### config.mk
export PLATFORM = sky130hd
export DESIGN_NAME = tag_alloc
export DESIGN_NICKNAME = d
export VERILOG_FILES = /design/src/rtl/tag_alloc_pkg.sv /design/src/rtl/tag_alloc_dec.sv /design/src/rtl/tag_alloc_pri_enc.sv /design/src/rtl/tag_alloc.sv
export SDC_FILE = /design/constraint.sdc
export NUM_CORES = 1
export LEC_CHECK = 0
export ABC_AREA = 1
export CAP_MARGIN = 25
export CORE_MARGIN = 2
export CORE_UTILIZATION = 25
export DETAILED_ROUTE_END_ITERATION = 10
export SLEW_MARGIN = 0
export SYNTH_ARGS = -nofsm -noshare
export SYNTH_HDL_FRONTEND = slang
export SYNTH_SLANG_ARGS = --single-unit
### constraint.sdc
create_clock -name clk -period 3.4 [get_ports clk]
set_clock_uncertainty 0.1 [all_clocks]
set_input_delay 0.51 -clock clk [delete_from_list [all_inputs] [get_ports clk]]
set_output_delay 0.51 -clock clk [all_outputs]
set_load 0.03 [all_outputs]
### src/rtl/tag_alloc_pkg.sv
// tag_alloc_pkg: shared defaults for the tag allocator slice
package tag_alloc_pkg;
  localparam int N_DEF = 8;
endpackage

### src/rtl/tag_alloc_dec.sv
// dec: binary index to one-hot, all-zero when disabled or out of range
module dec #(
  parameter int N = 8
) (
  input  logic                 i_en,
  input  logic [$clog2(N)-1:0] i_idx,
  output logic [N-1:0]         o_oh
);
  assign o_oh = i_en ? N'(1) << i_idx : '0;
endmodule

### src/rtl/tag_alloc_pri_enc.sv
// pri_enc: lowest-set-bit encoder with valid flag
module pri_enc #(
  parameter int N = 8
) (
  input  logic [N-1:0]         i_vec,
  output logic                 o_vld,
  output logic [$clog2(N)-1:0] o_idx
);
  localparam int W = $clog2(N);
  assign o_vld = |i_vec;
  always_comb begin
    o_idx = '0;
    for (int i = N - 1; i >= 0; i--) o_idx = i_vec[i] ? W'(i) : o_idx;
  end
endmodule

### src/rtl/tag_alloc.sv
// tag_alloc: lowest-free-index tag pool with registered alloc and free ports
module tag_alloc
  import tag_alloc_pkg::*;
#(
  parameter int N = N_DEF
) (
  input  logic                   clk,
  input  logic                   rst_n,
  output logic                   o_alloc_vld,
  output logic [$clog2(N)-1:0]   o_alloc_tag,
  input  logic                   i_alloc_acc,
  input  logic                   i_free_vld,
  input  logic [$clog2(N)-1:0]   i_free_tag,
  output logic [N-1:0]           o_busy,
  output logic [$clog2(N+1)-1:0] o_cnt,
  output logic                   o_full,
  output logic                   o_err_dbl_free
);
  localparam int W = $clog2(N);
  localparam int CW = $clog2(N + 1);
  logic [N-1:0] busy_r, busy_nxt, alloc_oh, free_oh;
  logic [CW-1:0] cnt_r, cnt_nxt;
  logic fire, legal, nxt_vld;
  logic [W-1:0] nxt_tag;
  assign fire = o_alloc_vld & i_alloc_acc;
  dec #(.N(N)) u_alloc_dec (.i_en(fire), .i_idx(o_alloc_tag), .o_oh(alloc_oh));
  dec #(.N(N)) u_free_dec (.i_en(i_free_vld), .i_idx(i_free_tag), .o_oh(free_oh));
  // free_oh is empty for out-of-range tags, so this also covers the range check
  always_comb begin
    legal = |(free_oh & busy_r);
    busy_nxt = (busy_r | alloc_oh) & ~(legal ? free_oh : '0);
    cnt_nxt = cnt_r + CW'(fire) - CW'(legal);
  end
  pri_enc #(.N(N)) u_pri (.i_vec(~busy_nxt), .o_vld(nxt_vld), .o_idx(nxt_tag));
  always_ff @(posedge clk) begin
    if (!rst_n) begin
      busy_r <= '0;
      cnt_r <= '0;
      o_full <= 1'b0;
      o_alloc_vld <= 1'b0;
      o_alloc_tag <= '0;
      o_err_dbl_free <= 1'b0;
    end else begin
      busy_r <= busy_nxt;
      cnt_r <= cnt_nxt;
      o_full <= cnt_nxt == CW'(N);
      o_alloc_vld <= nxt_vld;
      o_alloc_tag <= nxt_tag;
      o_err_dbl_free <= i_free_vld & ~legal;
    end
  end
  assign o_busy = busy_r;
  assign o_cnt = cnt_r;
  a_full_vld: assert property (@(posedge clk) disable iff (!rst_n) !(o_full && o_alloc_vld));
  a_cnt_pop: assert property (@(posedge clk) disable iff (!rst_n) cnt_r == CW'($countones(busy_r)));
  a_tag_free: assert property (@(posedge clk) disable iff (!rst_n) o_alloc_vld |-> !busy_r[o_alloc_tag]);
endmodule

==> results.toml, run 1 <==
[yosys]
synth_top_cell_area_share = 0.377
synth_nets = 143
async_flop_share = 0
synthCells = 131
synth_ff_type = "dfxtp_1"
synth_edf_count = 0
synth.top_cells.by_count = "nand2_1 (22), nor2_1 (19), dfxtp_1 (18), inv_1 (18), inv_2 (8)"
yosysMostFrequentCell = "nand2_1"
yosys-top-cells-area = "dfxtp_1 (38%), nand2_1 (8.7%), nor2_1 (7.5%)"
yosysWarnings = 0
yosysUniqueCellTypes = 28
postSynthAreaPerCell_sq_um = 7.29
netlist_area_sq_um = 955
ys_seq_area_frac = 0.377
synth_area_leader_cell = "dfxtp_1"
ys_ff_latch = 18

[placement]
dp_hpwl_um = 1750
io_buffers = 24
placed_area_sq_mm = 0.00125
place_congestion = 0.841
place_ws_ns = 0.321

[final_layout]
syn_to_final_growth_pct = 36.8
final-seq-area_sq_um = 360
fillCellCount = 402
drive_above_1_share = 0.158
fin_nets = 171
diodes = 0
postLayoutCellArea_sq_mm = 0.00131
multi_input_area_sq_um = 489

[sta]
fin_hold_ws_ns = 0.493
layout_setup_ws_ns = 0.592
tightest_slew_ns = 0.495
rsz0062_at_grt = "false"
finalSetupTns_ns = 0
finalCriticalPeriod_ns = 2.81
hold_viol_final = 0
relSlewSlack = 0.670
drv_slew = 0
fmaxAchievable_ghz = 0.356
setup_viol_count_final = 0
min_period_over_period = 0.826

[critical_path]
critPathSlowestCell = "clkdlybuf4s50_1"
cp_data_arrival_time_ns = 2.90
endpoint_kind = "flip-flop"
crit_path_max_incr_delay_ns = 0.50
reg2reg_from = "o_busy[4]$_SDFF_PN0_"
ff2ff_path_depth = 12
start_kind = "primary input"
path_class = "in2reg"
rr_endpoint = "o_full$_SDFF_PN0_"
cp.required_ns = 3.49
worst-r2r-setup-slack_ns = 1.14
cp_top_family = "adder cells"
cp_max_fo = 3
crit_top_cell = "inv_1"
critPathBufInv = 5
path_cells = "clkdlybuf4s50_1 > inv_1 > nand2_1 > inv_2 > nand3_2 > nand2_1 > nor2_1 > nand4_1 > ha_1 > inv_1 > ha_1 > inv_1 > fa_1 > xor2_1 > nand3b_1 > nor3_1"

[floorplanning]
fp.dieH_um = 65.8
die_x_um = 65.8
fp.dieArea_sq_mm = 0.00433
rows = 22
start_util = 0.261
coreArea_sq_mm = 0.00366
ios = 25

[min_path]
hold_class = "reg2reg"
min-delay-start = "o_busy[6]$_SDFF_PN0_"
min_to = "o_busy[6]$_SDFF_PN0_"
whs_path_depth = 2

[grt]
grt_pass1_vias = 845
overflow = 0
grt_pass1_wl_um = 3880
grt_max_degree = 15
grtUsageTotal = 0.120
antenna_found_initial = 0

[clock_network]
cts_hold_buf = 0
clockBufferDepth = 2
cts_buffers = 3
path_clk_slew_ns = 0.07
clk-insertion-delay-late_ns = 0.26
cts_tree = "yes"
root_buffer = "clkbuf_8"
cts_sinks = 18
cts_setup_buffers = 0
cts_resized = 0
htree_levels = 1

[power_and_ir_drop]
combPwrFrac = 0.243
switching_share = 0.298
power.switching_mw = 0.164
clkPwrFrac = 0.326
vdd_drop_max_mv = 0.157
p_leak_nw = 0.575
p_per_area_mw_per_mm2 = 421
fin_total_pwr_mw = 0.550
p_int_mw = 0.386
pwr-share-seq = 0.431

[route]
ant_nets = 0
post_drt_wl_per_cell_um = 10.5
firstDrtPassIters = 4
wirelength_um = 2160
initialDrtViolationCount = 37
drc = 0
vias_per_cell = 4.19
num_vias = 863

[flow_run]
maxCapViolCount = 0

[run_status]
status = "finished clean"
[layer usage]
| layer | up-vias | share of wire | global-route usage |
|---|---|---|---|
| met3 | 4 | 0.047 | 0.0273 |
| met1 | 382 | 0.49 | 0.162 |
| met2 | 16 | 0.44 | 0.179 |
| met5 | - | 0 | 0 |
| met4 | 0 | 0.020 | 0.0547 |
| li1 | 461 | - | - |
[worst max-delay path by stage]
| stage | startpoint | endpoint | depth (start not counted) |
|---|---|---|---|
| global route | i_free_tag[1] | o_full$_SDFF_PN0_ | 16 |
| finish | i_free_tag[1] | o_full$_SDFF_PN0_ | 16 |
| CTS | i_free_tag[1] | o_full$_SDFF_PN0_ | 16 |
| global placement | i_free_tag[0] | o_full$_SDFF_PN0_ | 15 |
| floorplan | i_free_vld | o_full$_SDFF_PN0_ | 14 |
| detailed placement | i_free_tag[1] | o_full$_SDFF_PN0_ | 16 |
[layout by cell type, fill, tap and decap left out, types with 2 or more instances in the layout]
cell type | Yosys | routed
o21ai_1 | 2 | 2
nand3_1 | 7 | 7
ha_1 | 4 | 4
xor2_1 | 2 | 2
inv_2 | 8 | 8
o21bai_1 | 2 | 2
nand2_2 | 2 | 2
nor2_1 | 19 | 19
a21oi_1 | 3 | 3
nand3b_1 | 2 | 2
nor3_1 | 4 | 4
clkbuf_8 | 0 | 4
clkdlybuf4s50_1 | 0 | 24
dfxtp_1 | 18 | 18
nand3_2 | 2 | 2
nor2_2 | 3 | 3
nor3_2 | 2 | 2
inv_1 | 18 | 18
nand2_1 | 22 | 22
[power by group through the flow]
stage	clock (mW)	sequential, mW	combinational [mW]
after floorplan	0	0.271	0.0563
after global placement	0	0.243	0.135
after detailed placement	0	0.242	0.135
after CTS	0.185	0.238	0.135
after global routing	0.198	0.240	0.148
final	0.179	0.237	0.134
[stage by stage]
step / std cells / util
after floorplan: 131 / -
after global placement: 202 / 0.342
after detailed placement: 202 / 0.342
after CTS: 206 / 0.357
after global routing: 206 / 0.357
final: 206 / 0.357
[tightest hold or removal path, cell delays in order, from the launching register on]
cell	delay, ns
dfxtp_1	0.36
nor2_1	0.08
nor3_1	0.11
[cells by family after synthesis]
family / Yosys count / synth area share
compound gates: 12 / 0.0839
buf+inv: 28 / 0.110
simple gates: 65 / 0.328
xor+xnor: 3 / 0.0275
flops: 18 / 0.377
fa+ha+maj: 5 / 0.0734
[flip-flops by register name, indices dropped and copies added, names as in the netlist]
signal          cells
o_busy              8
o_cnt               4
o_err_dbl_free      1
o_alloc_vld         1
o_alloc_tag         3
o_full              1
[cell type report]
cell class / instances / area share
Multi-Input combinational cell: 85 / 0.375
Inverter: 27 / 0.0776
Clock buffer: 4 / 0.0421
Sequential cell: 18 / 0.276
Timing Repair Buffer: 24 / 0.184
Tap cell: 48 / 0.0460
Note: power is estimated with default switching activity, not from simulation.
==> run 2: changes to the inputs <==
clock period = 2.9 ns   (was 3.4 ns; I/O delays follow)
==> run 2 against run 1 <==
Register-to-register slack worse by 0.46 ns. Critical path depth down 1. Worst hold slack better by 0.0064 ns. Setup slack worse by 0.37 ns. Clock power about the same. Routed wire length up 2.4%. Core utilization up 1.3 points. Critical path type unchanged. Non-clock buffer count up 7. Total power up 13%. Global-route usage down 0.15 points. First-iteration DRC count up 62%. Cell area up 3.7%.
==> results.toml, run 2 (synthesized netlist as in run 1, its figures left out) <==
[clock_network]
htree_levels = 1
cts_hold_buf = 0
path_clk_slew_ns = 0.07
cts_setup_buffers = 0
cts_buffers = 3
clockBufferDepth = 2
root_buffer = "clkbuf_8"
clk-insertion-delay-late_ns = 0.26
cts_sinks = 18
cts_tree = "yes"
cts_resized = 0

[sta]
setup_viol_count_final = 0
fmaxAchievable_ghz = 0.373
finalCriticalPeriod_ns = 2.68
relSlewSlack = 0.654
drv_slew = 0
layout_setup_ws_ns = 0.221
tightest_slew_ns = 0.519
min_period_over_period = 0.924
hold_viol_final = 0
rsz0062_at_grt = "false"

[final_layout]
syn_to_final_growth_pct = 41.9
final_cell_mix = "clkdlybuf4s50_1 (24), nand2_1 (22), nor2_1 (19), inv_1 (18), dfxtp_1 (18)"
drive_above_1_share = 0.201
largest_register_ffs = 8
fin_cells = 212
diodes = 0
fin_nets = 178
mostFrequentLayoutCell = "clkdlybuf4s50_1"
fillCellCount = 385

[placement]
dp_hpwl_um = 1780
io_buffers = 24
place_congestion = 0.868
place_ws_ns = -0.101
dp_cells = 209

[min_path]
hold_class = "reg2reg"

[critical_path]
endpoint_kind = "flip-flop"
path_class = "in2reg"
start_kind = "primary input"
cp.required_ns = 2.99
cp_data_arrival_time_ns = 2.76
cp_max_fo = 4

[route]
num_vias = 885
wirelength_um = 2210
vias_per_cell = 4.17
firstDrtPassIters = 4
initialDrtViolationCount = 60
drc = 0
ant_nets = 0
post_drt_wl_per_cell_um = 10.4

[floorplanning]
coreArea_sq_mm = 0.00366
start_util = 0.261
die_x_um = 65.8
rows = 22
ios = 25
fp.dieArea_sq_mm = 0.00433
fp.dieH_um = 65.8

[power_and_ir_drop]
switching_share = 0.307
pwr-share-seq = 0.445
combPwrFrac = 0.269
clkPwrFrac = 0.286
p_int_mw = 0.433
p_per_area_mw_per_mm2 = 461
power.switching_mw = 0.191
p_leak_nw = 0.600
vdd_drop_max_mv = 0.208

[grt]
grt_max_degree = 15
grtUsageTotal = 0.118
antenna_found_initial = 0
grt_pass1_wl_um = 3860
overflow = 0
grt_pass1_vias = 865

[flow_run]
maxCapViolCount = 0

[run_status]
status = "finished clean"
## run 2: stage by stage
step / hold WS (ns) / power [mW] / cell area, sq um / TNS, ns / utilization
finish: 0.499 / 0.624 / 1360 / 0 / 0.370
global route: 0.541 / 0.663 / 1360 / 0 / 0.370
CTS: 0.491 / 0.628 / 1350 / 0 / 0.367
detailed placement: 0.475 / 0.450 / 1300 / -0.178 / 0.356
global placement: 0.476 / 0.451 / 1300 / -0.0760 / 0.356
floorplan: 0.433 / 0.384 / 955 / 0 / -
## run 2: worst max-delay path, cell delays in order
cell	delay, ns
clkdlybuf4s50_1	0.46
nand2_1	0.09
clkinv_1	0.09
nand3_1	0.09
nand2_1	0.05
nor2_1	0.11
nand4_1	0.12
ha_1	0.31
inv_1	0.05
ha_1	0.13
inv_1	0.06
fa_2	0.35
xor2_2	0.19
nand3b_1	0.09
nor3_1	0.16
## run 2: worst paths after layout
check | start | endpoint | slack (ns) | cells past startpoint
worst max-delay path | i_free_tag[0] | o_full$_SDFF_PN0_ | 0.22 | 15
worst min-delay path | o_busy[5]$_SDFF_PN0_ | o_busy[5]$_SDFF_PN0_ | 0.50 | 2
worst max register to register | o_busy[4]$_SDFF_PN0_ | o_full$_SDFF_PN0_ | 0.68 | 12
worst min register to register | o_busy[5]$_SDFF_PN0_ | o_busy[5]$_SDFF_PN0_ | 0.50 | 2
## run 2: power by group through the flow
| stage | Clock, mW | Sequential (mW) | Combinational, mW |
|---|---|---|---|
| floorplan | 0 | 0.318 | 0.0660 |
| global placement | 0 | 0.284 | 0.167 |
| detailed placement | 0 | 0.284 | 0.166 |
| CTS | 0.183 | 0.278 | 0.167 |
| global route | 0.199 | 0.280 | 0.184 |
| finish | 0.178 | 0.278 | 0.168 |
## run 2: area by class of cell
type | count | area [sq um] | area share
timing repair buffer | 31 | 293 | 0.216
sequential | 18 | 360 | 0.266
clock buffer | 3 | 41.3 | 0.0305
inverter | 27 | 101 | 0.0748
tap | 48 | 60.1 | 0.0443
multi-input combinational | 85 | 499 | 0.368
## run 2: layer usage
layer  up-vias  GRT usage  share of wire
li1        471          -              -
met1       396      0.162           0.49
met2        14      0.172           0.45
met3         4     0.0307          0.035
met4         0     0.0547          0.019
met5         -          0              0
==> edit 1: new RTL, flow settings as in run 2 <==
Register the output `o_err_dbl_free` once more; this adds one clock of latency there. The other outputs are not delayed to match.
--- a/src/rtl/tag_alloc.sv
+++ b/src/rtl/tag_alloc.sv
@@ -18,6 +18,8 @@
 );
   localparam int W = $clog2(N);
   localparam int CW = $clog2(N + 1);
+
+  logic o_err_dbl_free_s0;
   logic [N-1:0] busy_r, busy_nxt, alloc_oh, free_oh;
   logic [CW-1:0] cnt_r, cnt_nxt;
   logic fire, legal, nxt_vld;
@@ -39,14 +41,14 @@
       o_full <= 1'b0;
       o_alloc_vld <= 1'b0;
       o_alloc_tag <= '0;
-      o_err_dbl_free <= 1'b0;
+      o_err_dbl_free_s0 <= 1'b0;
     end else begin
       busy_r <= busy_nxt;
       cnt_r <= cnt_nxt;
       o_full <= cnt_nxt == CW'(N);
       o_alloc_vld <= nxt_vld;
       o_alloc_tag <= nxt_tag;
-      o_err_dbl_free <= i_free_vld & ~legal;
+      o_err_dbl_free_s0 <= i_free_vld & ~legal;
     end
   end
   assign o_busy = busy_r;
@@ -54,5 +56,9 @@
   a_full_vld: assert property (@(posedge clk) disable iff (!rst_n) !(o_full && o_alloc_vld));
   a_cnt_pop: assert property (@(posedge clk) disable iff (!rst_n) cnt_r == CW'($countones(busy_r)));
   a_tag_free: assert property (@(posedge clk) disable iff (!rst_n) o_alloc_vld |-> !busy_r[o_alloc_tag]);
+  always_ff @(posedge clk) begin
+    o_err_dbl_free <= o_err_dbl_free_s0;
+  end
+
 endmodule
 
Behaviour: not the same (Yosys sat finds a counterexample within 4 cycles, from zero or initial values and one cycle with rst_n low).
==> edit 1 against run 2 <==
  * Core utilization up 0.23 points
  * Setup slack worse by 0.0027 ns
  * Routed wire length fell by 1.8%
  * Highest routed layer unchanged
  * Largest cell class unchanged
  * Power is 3.0% higher
  * Sequential power rose by 5%
  * Design area up 2.1%
  * Synthesized cell count up 0.76%
  * Sequential cell count grew 1
  * Area after synthesis up 2.1%
==> edit 1: results (changes against run 2) <==
Parameter                              Value

GRT
  Pin count of the biggest net entering global routing    15 (unchanged)
  Number of global-route vias before repair    824 (-4.7%)
  First-pass GRT wire length    3.63 mm (-6.1%)
  Total global routing track utilization    11.0% (-0.87 points)

Synthesis
  Cell count after synthesis    132 (+0.76%)
  Post-synthesis sequential area ratio    39.0% (+1.3 points)
  Number of unique standard cell types used by synthesis    28 (unchanged)
  Number of warnings issued by yosys    0 (unchanged)
  Mux cell area share after synthesis    0% (unchanged)
  Synthesized net count    144 (+0.70%)
  Most used standard cells in the synthesized netlist    sky130_fd_sc_hd__nand2_1, sky130_fd_sc_hd__dfxtp_1, sky130_fd_sc_hd__nor2_1
  Post-synthesis adder-cell area fraction    7.19% (-0.15 points)
  Area contributors post-synth    sky130_fd_sc_hd__dfxtp_1, sky130_fd_sc_hd__nand2_1, sky130_fd_sc_hd__nor2_1
  XOR/XNOR share of the synthesized area    2.70% (-0.057 points)
  Post-synthesis compound-gate area fraction    8.22% (-0.17 points)

Hold path
  Worst hold path type    flip-flop to flip-flop

Place
  # port buffers    24 (unchanged)
  Placer Congestion    0.851 (-1.9%)
  Placed wire-length estimate after detailed placement    1.77 mm (-0.33%)
  Number of instances in the placed design    210 (+0.48%)
  Cell area after placement    1320 um2 (+1.5%)
  Post-place setup slack    -0.0581 ns (+0.0431 ns)

Finish
  Proportion of layout cells with a drive suffix above 1    19.8% (-0.36 points)
  Number of diodes    0 (unchanged)
  Largest register FFs    8 (unchanged)
  Syn-to-layout area delta    42.0% (about the same)
  NumNets Final    180 (+1.1%)
  Final std cells w/o fill    215 (+1.4%)
  Count of fill cells added during filler insertion    394 (+2.3%)

Setup path
  Worst endpoint data arrival time    2.76 ns (about the same)
  Critical path class    input port to flip-flop
  Worst path top cell family by delay    adder cells
  CP max FO    3 (-1)
  Delay of the slowest cell on the worst path    0.50 ns (+0.04 ns)
  Cell with the largest stage delay on the worst path    sky130_fd_sc_hd__clkdlybuf4s50_1

Power and ir drop
  IR Drop Worst-Case VDD    0.169 mV (-19%)
  Leak    0.623 nW (+3.9%)

Route
  Iteration count of the initial detailed-routing pass    4 (unchanged)
  WL/cell    10.1 um (-3.1%)
  DRC violation total after the first TritonRoute iteration    54 (-10%)
  DR vias    871 (-1.6%)

Job
  Max_cap viols    0 (unchanged)

Clocking
  TritonCTS Buffers    3 (unchanged)
  Insertion delay of the later-clocked pin in the worst-skew pair    0.25 ns
  Deepest level of the CTS H-tree    1 (unchanged)
  Root buf cell    sky130_fd_sc_hd__clkbuf_8
  Clock-pin slew on the worst setup and hold paths    0.07 ns (about the same)
  Deepest clock path buffer count    2 (unchanged)

Timing
  Remaining max-slew budget at the tightest pin    64.7% (-0.65 points)

Status
  Outcome    complete, no violations
[edit 1: changes by cell type after synthesis, sizes merged]
cell   change
dfxtp      +1
[edit 1: kinds of logic (layout without fill, tap and decap cells)]
family / after synthesis / in the layout
XOR/XNOR: 3 / 3
AO/OA/AOI/OAI: 12 / 12
flip-flops: 19 / 19
AND/OR/NAND/NOR: 65 / 65
adder cells (fa/ha/maj): 5 / 5
buffers and inverters: 28 / 63
[edit 1: per-layer routing]
| layer | vias to the layer above | track usage (%) | share of wire, % |
|---|---|---|---|
| met3 | 2 | 2.04 | 3.6 |
| li1 | 480 | - | - |
| met1 | 374 | 15.4 | 52 |
| met4 | 0 | 5.36 | 1.2 |
| met2 | 15 | 15.9 | 43 |
| met5 | - | 0 | 0 |
[edit 1: worst paths after layout]
check	from	end	slack, ns	depth (start not counted)
setup reg to reg	o_busy[4]$_SDFF_PN0_	o_full$_SDFF_PN0_	0.68	12
hold / removal	o_err_dbl_free_s0$_SDFF_PN0_	o_err_dbl_free$_DFF_P_	0.24	0
setup / recovery	i_free_tag[1]	o_full$_SDFF_PN0_	0.22	16
hold reg to reg	o_err_dbl_free_s0$_SDFF_PN0_	o_err_dbl_free$_DFF_P_	0.24	0
[edit 1: timing repair]
item / CTS / global route
hold buffers: 0 / 0
buffers inserted: 0 / 1
setup endpoints to repair: 0 / 2
resized for setup: 0 / 2
[edit 1: area by class of cell]
class	instances	share of cell area (%)
Inverter	27	7.32
Tap cell	48	4.34
Clock buffer	4	3.25
Timing Repair Buffer	32	21.9
Multi-Input combinational cell	85	35.7
Sequential cell	19	27.5
[edit 1: where the power goes]
part / total (mW) / internal (mW) / switching (mW)
Clock: 0.183 / 0.0975 / 0.0852
Combinational: 0.168 / 0.0740 / 0.0941
Sequential: 0.292 / 0.280 / 0.0122
==> edit 2: new RTL, config.mk and constraints of run 2 <==
Without the edit above. `N_DEF`: 8 -> 16.
--- a/src/rtl/tag_alloc_pkg.sv
+++ b/src/rtl/tag_alloc_pkg.sv
@@ -1,5 +1,5 @@
 // tag_alloc_pkg: shared defaults for the tag allocator slice
 package tag_alloc_pkg;
-  localparam int N_DEF = 8;
+  localparam int N_DEF = 16;
 endpackage
 
Interface: changed (resized i_free_tag, o_alloc_tag, o_busy and o_cnt); port bits go from 25 to 36. No check against the original RTL was run, so the function may have changed too.
==> edit 2 against run 2 <==
  * Register-to-register slack worse by 0.41 ns
  * Combinational power up 45%
  * Maximum frequency down 2.2%
  * Power rose by 47%
  * Area after synthesis up 71%
  * Design area rose by 71%
  * Routed wire length is 100% higher
  * Sequential cell count rose by 10
  * Via count up 86%
  * Critical path type unchanged
  * Setup slack got worse by 0.060 ns
  * First-iteration DRC count rose by 78%
  * Core utilization is 0.37 points lower
==> edit 2: results (changes against run 2) <==
Parameter                              Value

Clocking
  Deepest clock path buffer count    2 (unchanged)
  Setup repair bufs after CTS    1 (+1)
  Insertion delay of the later-clocked pin in the worst-skew pair    0.28 ns (+0.02 ns)
  Clock-pin slew on the worst setup and hold paths    0.09 ns (+0.02 ns)

Route
  Final routed wirelength across all metal layers    4.44 mm (+100%)
  Post-Route M1 WL    2.05 mm (+88%)
  DRC violation total after the first TritonRoute iteration    107 (+78%)
  Met3 Wirelength    335 um (+340%)
  DR vias    1643 (+86%)
  Amount of wire on met2 after detailed routing    1.94 mm (+93%)

Finish
  Largest register FFs    16 (+8)
  Count of fill cells added during filler insertion    691 (+79%)
  NumNets Final    310 (+74%)
  Proportion of layout cells with a drive suffix above 1    20.7% (+0.56 points)

Synthesis
  Post-synthesis compound-gate area fraction    9.36% (+0.97 points)
  Area contributors post-synth    sky130_fd_sc_hd__dfxtp_1, sky130_fd_sc_hd__inv_1, sky130_fd_sc_hd__nor2_1
  Number of unique standard cell types used by synthesis    33 (+18%)
  Post-synthesis adder-cell area fraction    5.06% (-2.3 points)
  Post-synthesis sequential area ratio    34.4% (-3.4 points)
  Most used standard cells in the synthesized netlist    sky130_fd_sc_hd__inv_1, sky130_fd_sc_hd__nor2_1, sky130_fd_sc_hd__nand2_1
  XOR/XNOR share of the synthesized area    2.15% (-0.61 points)

Power and ir drop
  Switching share of total power    31.0% (+0.33 points)
  Clock group power    246 uW (+38%)
  IR Drop Worst-Case VDD    0.259 mV (+25%)
  Combinational fraction of design power    26.6% (-0.3 points)
  Leak    0.949 nW (+58%)

Status
  Outcome    complete, no violations

GRT
  Total global routing track utilization    12.9% (+1.1 points)
  Pin count of the biggest net entering global routing    22 (+7)
  Number of global-route vias before repair    1650 (+91%)
  Met1 global-route usage    17.0% (+0.75 points)
  Met2 track demand over resource    19.5% (+2.3 points)
  GRT met3 Usage    3.34% (+0.28 points)

Setup path
  Cell with the largest stage delay on the worst path    sky130_fd_sc_hd__nor3_1
  Delay of the slowest cell on the worst path    0.41 ns (-0.05 ns)
  Worst endpoint data arrival time    2.87 ns (+0.11 ns)
  Depth of the worst register-to-register path    13 (+1)
  Worst path top cell family by delay    simple AND/OR/NAND/NOR gates

Hold path
  Worst hold path type    input port to flip-flop
  Hold depth    4 (+2)

Place
  Placer Congestion    0.975 (+12%)
  Placed wire-length estimate after detailed placement    3.54 mm (+99%)

Timing
  Actual transition at the worst max-transition pin    0.663 ns (+0.144 ns)
edit 2: path summary, 6_finish.rpt:
path                              start                   endpoint  slack [ns]
hold / removal               i_free_vld  o_err_dbl_free$_SDFF_PN0_        0.38
hold reg to reg   o_busy[15]$_SDFF_PN0_      o_busy[15]$_SDFF_PN0_        0.49
setup reg to reg   o_busy[1]$_SDFF_PN0_          o_full$_SDFF_PN0_        0.27
setup / recovery          i_free_tag[2]          o_full$_SDFF_PN0_        0.16
edit 2: cell type report:
type,instances,area [um2],area share [%]
repair buffers,52,467,20.2
inverters,53,201,8.71
well taps,77,96.3,4.16
clock buffers,4,55.1,2.38
multi-input cells,158,933,40.3
flip-flops and latches,28,561,24.2
edit 2: through the flow:
step	area (um2)	setup WS (ns)	setup TNS (ns)
6_report	2310	0.161	0
5_1_grt	2310	0.00148	0
4_1_cts	2250	0.0276	0
3_5_place_dp	2180	-0.592	-2.17
3_3_place_gp	2180	-0.562	-2.06
2_1_floorplan	1630	0.151	0
